## config.mk

```make
export PLATFORM = sky130hd
export DESIGN_NAME = controlador_es_flat
export DESIGN_NICKNAME = d
export VERILOG_FILES = /design/src/rtl/controlador_es_if.sv /design/src/rtl/controlador_es.sv /design/src/flat_wrapper.sv
export SDC_FILE = /design/constraint.sdc
export NUM_CORES = 1
export LEC_CHECK = 0
export BUFFER_PORTS_ARGS = -buffer_cell sky130_fd_sc_hd__buf_4
export CAP_MARGIN = 15
export CORE_UTILIZATION = 35
export CTS_CLUSTER_DIAMETER = 50
export CTS_CLUSTER_SIZE = 12
export DETAILED_ROUTE_END_ITERATION = 10
export SLEW_MARGIN = 20
export SYNTH_ARGS = -nofsm -noshare
export SYNTH_HDL_FRONTEND = slang
export SYNTH_SLANG_ARGS = --single-unit
```

## constraint.sdc

```tcl
create_clock -name clock -period 2.9 [get_ports clock]
set_clock_uncertainty 0.05 [all_clocks]
set_input_delay 0.435 -clock clock [delete_from_list [all_inputs] [get_ports clock]]
set_output_delay 0.435 -clock clock [all_outputs]
set_load 0.01 [all_outputs]
```

## src/rtl/controlador_es_if.sv

```systemverilog
// CPU-side handshake for the I/O controller: instruction strobes and output
// data come from the processor, and cpu_enable goes back to it as the stall line.
interface controlador_es_if;
    logic        OpIn;
    logic        OpOut;
    logic        OpHalt;
    logic [27:0] dado_saida;
    logic        cpu_enable;

    modport master (
        output OpIn,
        output OpOut,
        output OpHalt,
        output dado_saida,
        input  cpu_enable
    );

    modport slave (
        input  OpIn,
        input  OpOut,
        input  OpHalt,
        input  dado_saida,
        output cpu_enable
    );
endinterface

```

## src/rtl/controlador_es.sv

```systemverilog
// I/O responder for the single-cycle CPU. IN stalls until a debounced key
// press and release, OUT latches a 28-bit value shown on four 7-segment
// digits, and HALT freezes the CPU until reset.
module controlador_es #(
    parameter int unsigned                DEBOUNCE_W   = 16,
    parameter logic [DEBOUNCE_W-1:0]      DEBOUNCE_MAX = 16'd50000
) (
    input  logic                clock,
    input  logic                reset_n,
    controlador_es_if.slave     cpu,
    input  logic                botao,
    output logic [27:0]         valor_saida,
    output logic [6:0]          hex0,
    output logic [6:0]          hex1,
    output logic [6:0]          hex2,
    output logic [6:0]          hex3,
    output logic                aguardando,
    output logic                parado
);

    typedef enum logic [2:0] {
        EXEC,
        ESPERA_PRESS,
        ESPERA_SOLTA,
        LIBERA,
        PARADO
    } state_t;

    // Count value reached after DEBOUNCE_MAX-1 matching cycles; one more
    // matching cycle completes the debounce window.
    localparam logic [DEBOUNCE_W-1:0] CNT_LAST = DEBOUNCE_MAX - 1'b1;

    state_t                 state;
    logic                   botao_m;
    logic                   botao_s;
    logic [DEBOUNCE_W-1:0]  cnt;

    // Two-flop synchronizer for the asynchronous key; idle level is high.
    always_ff @(posedge clock or negedge reset_n) begin
        if (!reset_n) begin
            botao_m <= 1'b1;
            botao_s <= 1'b1;
        end else begin
            botao_m <= botao;
            botao_s <= botao_m;
        end
    end

    // Controller FSM with debounce counter, OUT latch and registered status flags.
    always_ff @(posedge clock or negedge reset_n) begin
        if (!reset_n) begin
            state       <= EXEC;
            cnt         <= '0;
            valor_saida <= '0;
            aguardando  <= 1'b0;
            parado      <= 1'b0;
        end else begin
            case (state)
                EXEC: begin
                    if (cpu.OpHalt) begin
                        state  <= PARADO;
                        parado <= 1'b1;
                    end else if (cpu.OpIn) begin
                        state      <= ESPERA_PRESS;
                        aguardando <= 1'b1;
                        cnt        <= '0;
                    end else if (cpu.OpOut) begin
                        valor_saida <= cpu.dado_saida;
                    end
                end
                ESPERA_PRESS: begin
                    if (!botao_s) begin
                        if (cnt == CNT_LAST) begin
                            state <= ESPERA_SOLTA;
                            cnt   <= '0;
                        end else if (cnt != '1) begin
                            cnt <= cnt + 1'b1;
                        end
                    end else begin
                        cnt <= '0;
                    end
                end
                ESPERA_SOLTA: begin
                    if (botao_s) begin
                        if (cnt == CNT_LAST) begin
                            state      <= LIBERA;
                            aguardando <= 1'b0;
                            cnt        <= '0;
                        end else if (cnt != '1) begin
                            cnt <= cnt + 1'b1;
                        end
                    end else begin
                        cnt <= '0;
                    end
                end
                LIBERA: begin
                    state <= EXEC;
                end
                PARADO: begin
                    state <= PARADO;
                end
                default: begin
                    state      <= EXEC;
                    cnt        <= '0;
                    aguardando <= 1'b0;
                    parado     <= 1'b0;
                end
            endcase
        end
    end

    // Stall line must react to OpIn/OpHalt within the same cycle.
    always_comb begin
        cpu.cpu_enable = 1'b0;
        case (state)
            EXEC:    cpu.cpu_enable = ~cpu.OpIn & ~cpu.OpHalt;
            LIBERA:  cpu.cpu_enable = 1'b1;
            default: cpu.cpu_enable = 1'b0;
        endcase
    end

    function automatic logic [6:0] seg7(input logic [3:0] n);
        logic [6:0] s;
        case (n)
            4'h0: s = 7'b1000000;
            4'h1: s = 7'b1111001;
            4'h2: s = 7'b0100100;
            4'h3: s = 7'b0110000;
            4'h4: s = 7'b0011001;
            4'h5: s = 7'b0010010;
            4'h6: s = 7'b0000010;
            4'h7: s = 7'b1111000;
            4'h8: s = 7'b0000000;
            4'h9: s = 7'b0010000;
            4'hA: s = 7'b0001000;
            4'hB: s = 7'b0000011;
            4'hC: s = 7'b1000110;
            4'hD: s = 7'b0100001;
            4'hE: s = 7'b0000110;
            default: s = 7'b0001110;
        endcase
        return s;
    endfunction

    // Active-low digit patterns decoded from the latched output value.
    always_comb begin
        hex0 = seg7(valor_saida[3:0]);
        hex1 = seg7(valor_saida[7:4]);
        hex2 = seg7(valor_saida[11:8]);
        hex3 = seg7(valor_saida[15:12]);
    end

endmodule

```

## src/flat_wrapper.sv

```systemverilog
// flat-port wrapper written by rule: the top's interface ports become plain ports
module controlador_es_flat 
#(
    parameter int unsigned                DEBOUNCE_W   = 16,
    parameter logic [DEBOUNCE_W-1:0]      DEBOUNCE_MAX = 16'd50000
)
  (clock, reset_n, botao, valor_saida, hex0, hex1, hex2, hex3, aguardando, parado, cpu_OpIn, cpu_OpOut, cpu_OpHalt, cpu_dado_saida, cpu_cpu_enable);
  controlador_es_if cpu_i ();
  input  logic clock;
  input  logic reset_n;
  input  logic botao;
  output logic [27:0] valor_saida;
  output logic [6:0] hex0;
  output logic [6:0] hex1;
  output logic [6:0] hex2;
  output logic [6:0] hex3;
  output logic aguardando;
  output logic parado;
  input wire logic [$bits(cpu_i.OpIn)-1:0] cpu_OpIn;
  input wire logic [$bits(cpu_i.OpOut)-1:0] cpu_OpOut;
  input wire logic [$bits(cpu_i.OpHalt)-1:0] cpu_OpHalt;
  input wire logic [$bits(cpu_i.dado_saida)-1:0] cpu_dado_saida;
  output wire logic [$bits(cpu_i.cpu_enable)-1:0] cpu_cpu_enable;
  assign cpu_i.OpIn = cpu_OpIn;
  assign cpu_i.OpOut = cpu_OpOut;
  assign cpu_i.OpHalt = cpu_OpHalt;
  assign cpu_i.dado_saida = cpu_dado_saida;
  assign cpu_cpu_enable = cpu_i.cpu_enable;
  controlador_es #(.DEBOUNCE_W(DEBOUNCE_W), .DEBOUNCE_MAX(DEBOUNCE_MAX)) u_core (.clock(clock), .reset_n(reset_n), .cpu(cpu_i), .botao(botao), .valor_saida(valor_saida), .hex0(hex0), .hex1(hex1), .hex2(hex2), .hex3(hex3), .aguardando(aguardando), .parado(parado));
endmodule
```

-- Yosys cells after proc, flatten, opt, wreduce, memory -nomap -nowiden
Memories as Yosys holds them, arrays and structs flattened.
Index checks and enable logic that the tools add are counted.
- add/sub/neg operators: 1
- equal/unequal tests: 14
- multiplexer cells: 22
- bitwise logic cells: 6
- reductions and logical operators: 9
- operator list (cell ; number):
    16-bit two-way mux ; 6
    16-bit case mux with 4 select lines ; 1
    3-bit two-way mux ; 6
    16-bit by 1-bit adder with 16-bit output (second input constant) ; 1
    16-bit == test (second input constant) ; 1
    16-bit != test (second input constant) ; 1
    3-bit case mux with 4 select lines ; 1
    5-bit AND reduction ; 2
    2-bit != test (second input constant) ; 4
    3-bit by 2-bit == test with 1-bit output (second input constant) ; 2
    2-bit by 1-bit != test with 1-bit output (second input constant) ; 3
    1-bit two-way mux ; 5
    1-bit NOT ; 5
    1-bit case mux with 2 select lines ; 2
    4-bit AND reduction ; 1
    4-bit OR reduction ; 1
    3-bit by 1-bit == test with 1-bit output (second input constant) ; 1
    3-bit == test (second input constant) ; 1
    3-bit logical NOT ; 1
    3-bit != test (second input constant) ; 1
    1-bit case mux with 3 select lines ; 1
    3-bit AND reduction ; 1
    3-bit OR reduction ; 1
    2-bit AND reduction ; 1
    other kinds (2) ; 2
- flip-flop bits (word level): 51
- bits in read-only memories: 448
- bits of input ports: 34
- output and inout port bits: 59
- word-level logic and storage cells: 63
- memories: 4
- memory list (name ; depth ; width ; rd ports ; clocked after Yosys merged registers in ; wr ports ; line ; RTL):
    (no name shown) ; 16 ; 7 ; 1 ; 0 ; 0 ; controlador_es.sv:124 ; case (n)
    (no name shown) ; 16 ; 7 ; 1 ; 0 ; 0 ; controlador_es.sv:124 ;
    (no name shown) ; 16 ; 7 ; 1 ; 0 ; 0 ; controlador_es.sv:124 ;
    (no name shown) ; 16 ; 7 ; 1 ; 0 ; 0 ; controlador_es.sv:124 ;

-- Longest topological paths before layout
- depth after elaboration: 5
- mapped depth: 7
- gate-level depth less buffers: 6

-- Least setup slack after synthesis
OpenSTA, ideal clock, no wires.
- path type: register to register
- start point: register u_core.cnt[0]
- end point: register u_core.cnt[5]
- data arrival time: 1.873 ns
- slack: 0.859 ns
- stages on the path, launching flop included: 8
- path buffers: 1
- period minus slack after synthesis: 2.041 ns
- path through: dfrtp_1 > ha_1 > nand3_1 > or4_1 > clkbuf_1 > nand3_1 > nor4_1 > a21o_1
- cells in the longest elaborated chain, start to end: 5
- elaborated cells on any way between the ends: 8
- those cells by class: add/sub: 1; eq/ne: 2; mux: 5
- ends and longest elaborated chain (item ; line ; RTL):
    start: declaration ; controlador_es.sv:36 ; logic [DEBOUNCE_W-1:0] cnt;
    start signal: assignment ; controlador_es.sv:77 ; cnt <= cnt + 1'b1;
    start signal: assignment ; controlador_es.sv:90 ; cnt <= cnt + 1'b1;
    16-bit by 1-bit adder with 16-bit output / 16-bit != test (equally long branches) ; -- ;
    16-bit two-way mux ; controlador_es.sv:76, controlador_es.sv:89 ;
    16-bit two-way mux * ; controlador_es.sv:73 ; if (cnt == CNT_LAST) begin
    16-bit two-way mux, on equally long branches ; controlador_es.sv:84, controlador_es.sv:72 ;
    16-bit case mux with 4 select lines * ; controlador_es.sv:58 ; case (state)
Every way passes the cells marked *; elsewhere a longest branch is shown, timed or not.
A chain may end at the register's enable or synchronous reset.

-- Worst setup path in the final report
- start point: register u_core.valor_saida[9]
- end point: output port hex2[0]
- cells in the longest elaborated chain, start to end: 1
- ends and longest elaborated chain (item ; line ; RTL):
    start: declaration ; controlador_es.sv:12 ; output logic [27:0] valor_saida,
    start signal: assignment ; controlador_es.sv:68 ; valor_saida <= cpu.dado_saida;
    memory 16 x 7 bit ; -- ;
    end: declaration ; flat_wrapper.sv:15 ; output logic [6:0] hex2;
No other way between the ends.

==> run metrics <==
Vias 2,789; post-synth cell types 53; Post-Layout Cell Count 550; Tot GR Track Use 14.8%; Synth area leader dfrtp_1; CTS tree built; layout cells sized above 1 34.9%; # DRC 0; # setup viols final 0; min-delay worst type input port to asynchronous set/reset pin; Clock transition at path regs 0.10 ns; initial antenna violation count 0; RSZ-0062 raised after global routing no; final hold violations 0; Crit. Startpoint u_core.valor_saida[9]; synth top area cells dfrtp_1, mux2_2, ha_1; status finished, final reports clean; Leakage 2.00 nW; Fmax achieved 407 MHz; Num CTS Buffers 5; Filler Cell Count 898; max incr delay on CP 0.47 ns; CP endpoint kind primary output; largest net degree at the start of global routing 52; Antenna Nets Post-Route 0; CP max FO 7; critical-path cell list inv_1, ha_1, nor2b_1, or3b_2, o21ai_0, buf_4; GRT met2 Usage 24.2%; Total Power 4.25 mW; CP bufs+invs 2; number of diodes 0; PnR worst setup slack 0.441 ns; post-place setup slack 0.659 ns; Chip Width 99.7 um; final net count 479; WS Path Type register to primary output; vias in the first global route 2,501; core area 9240 um2; power per standard cell area 1000 nW/um2; register area share after synthesis 38.3%; post-synth top area share 36.7%; PostCTS Resize Cnt 0; hold buffers post-CTS 0; global-route wire length before repair 12.0 mm; Routability Congestion 0.866; grt met1 use 20.0%; CP Launch Type register; I/O Pins 93; Sum Neg Setup Slack 0 ns; initial DRC count 109; FF-to-FF path depth 6; I/O Buffers 92; Initial DRT Pass Iterations 4; area delta synth->final 27.2%; Clock Path Buffers 2; Initial Utilization 36.1%; RR Startpoint u_core.cnt[0]; max-cap violations 0; Tmin final 2.46 ns; clock root cell clkbuf_8; relative slew slack 53.6%; area of the multi-input gates 1910 um2; Cells after DPL 542; CP Data Arrival Time 1.97 ns; vias per inst 5.07; Ys Warns 0; total global routing overflow 0; Post-synth EDFFs 0; Mean Syn Cell Area 9.94 um2; WL per Instance 13.6 um; post-synthesis register bit count 51; Critical Path RT 2.41 ns; DP Wirelength 5.46 mm; Post-Syn Nets 395; Hold WS 0.109 ns; IR drop worst, VDD 0.354 mV; synthesized cell area 3340 um2; dominant synthesized flop cell dfrtp_1; grt peak-use layer met2; Top delay family on crit path simple AND/OR/NAND/NOR gates; setup bufs post-CTS 0; worst-margin pin slew 0.695 ns; H-Tree Depth 2; die height 99.7 um; FFs w/ async S/R, synth 100%; WP depth 6; met3 usage 2.88%; Worst-Skew Late Latency 0.31 ns; Max Slew Vio Count 0; Die Area 9940 um2; Syn Inst Count 336; Final Cycle Share 84.8%; Rows 35; Sink Count 51; WL final 7.46 mm; Register Area 1280 um2; slowest cell on the critical path dfrtp_1
## placed cells by master (no fill, tap or decap), drive strengths merged, types with 8 or more instances in the layout
master	n
nor2	30
inv	20
mux2	28
ha	25
nand2	16
o21ai	16
dfrtp	49
nand3	9
a22o	8
mux2i	10
a31oi	8
a21oi	18
buf	94
## synthesized netlist by cell type, types with 2 or more instances
library cell and instances:
o211ai_1 2, or3_1 2, nor3_1 2, o21ai_1 4, o21ai_0 12, a21o_1 7, mux2_2 28, nor4_1 2
or4_1 2, o2bb2ai_1 2, or2_2 4, a311oi_1 2, and2_1 2, dfrtp_1 49, mux4_2 4, mux2i_1 10
nand3_1 9, nand2_1 16, inv_1 20, a41oi_1 2, a21oi_1 18, nand4_1 5, or3b_2 3, clkbuf_1 12
o22a_1 3, a32o_1 3, nand2b_1 4, a31oi_1 8, dfstp_2 2, a22o_1 8, buf_2 4, nor2_1 29
ha_1 25, o22ai_1 5, nor2b_1 7, o31ai_1 2
## sequential cells by signal (all words and copies together), names as in the netlist
signal / cells
u_core.botao_m: 1
u_core.valor_saida: 28
u_core.state: 3
u_core.aguardando: 1
u_core.cnt: 16
u_core.parado: 1
u_core.botao_s: 1
## logic make-up (layout without fill, tap and decap cells)
group / count (synthesis) / in the layout / share of synthesized area [%]
DFF: 51 / 51 / 38.3
buffers and inverters: 37 / 122 / 4.53
AOI/OAI and AO/OA: 82 / 82 / 16.5
adders and majority gates: 25 / 25 / 9.37
and+or+nand+nor: 99 / 99 / 16.1
muxes: 42 / 42 / 15.1
## layer usage
layer	up-vias	share of wire, %
met2	65	47
met5	-	0
li1	1386	-
met3	4	4.1
met4	0	0.52
met1	1334	48
## power by group
part | total, mW | switching (mW) | internal, mW
combinational | 2.40 | 1.04 | 1.36
sequential | 1.33 | 0.393 | 0.935
clock | 0.518 | 0.238 | 0.280
total | 4.25 | 1.68 | 2.57
## final cells by class
| cell class | instances | share of cell area (%) |
|---|---|---|
| clock buffers | 6 | 1.94 |
| inverters | 20 | 1.77 |
| multi-input cells | 248 | 44.9 |
| well taps | 129 | 3.80 |
| clock inverters | 2 | 0.825 |
| flip-flops and latches | 51 | 30.1 |
| repair buffers | 94 | 16.6 |
## per-stage QoR
stage	utilization, %	area [um2]
final	46.0	4250
after global routing	46.0	4250
after CTS	46.0	4250
after detailed placement	44.7	4130
after global placement	44.7	4130
after floorplan	-	3340
## path summary, 6_finish.rpt
check                                          to  slack [ns]
max                                       hex2[0]        0.44
min reg2reg                        u_core.botao_s        0.31
min                        u_core.valor_saida[17]        0.11
max in group asynchronous  u_core.valor_saida[24]        2.27
min in group clock                 u_core.botao_m        0.18
max reg2reg                         u_core.cnt[9]        0.63
Power figures use the tool's default switching activity.
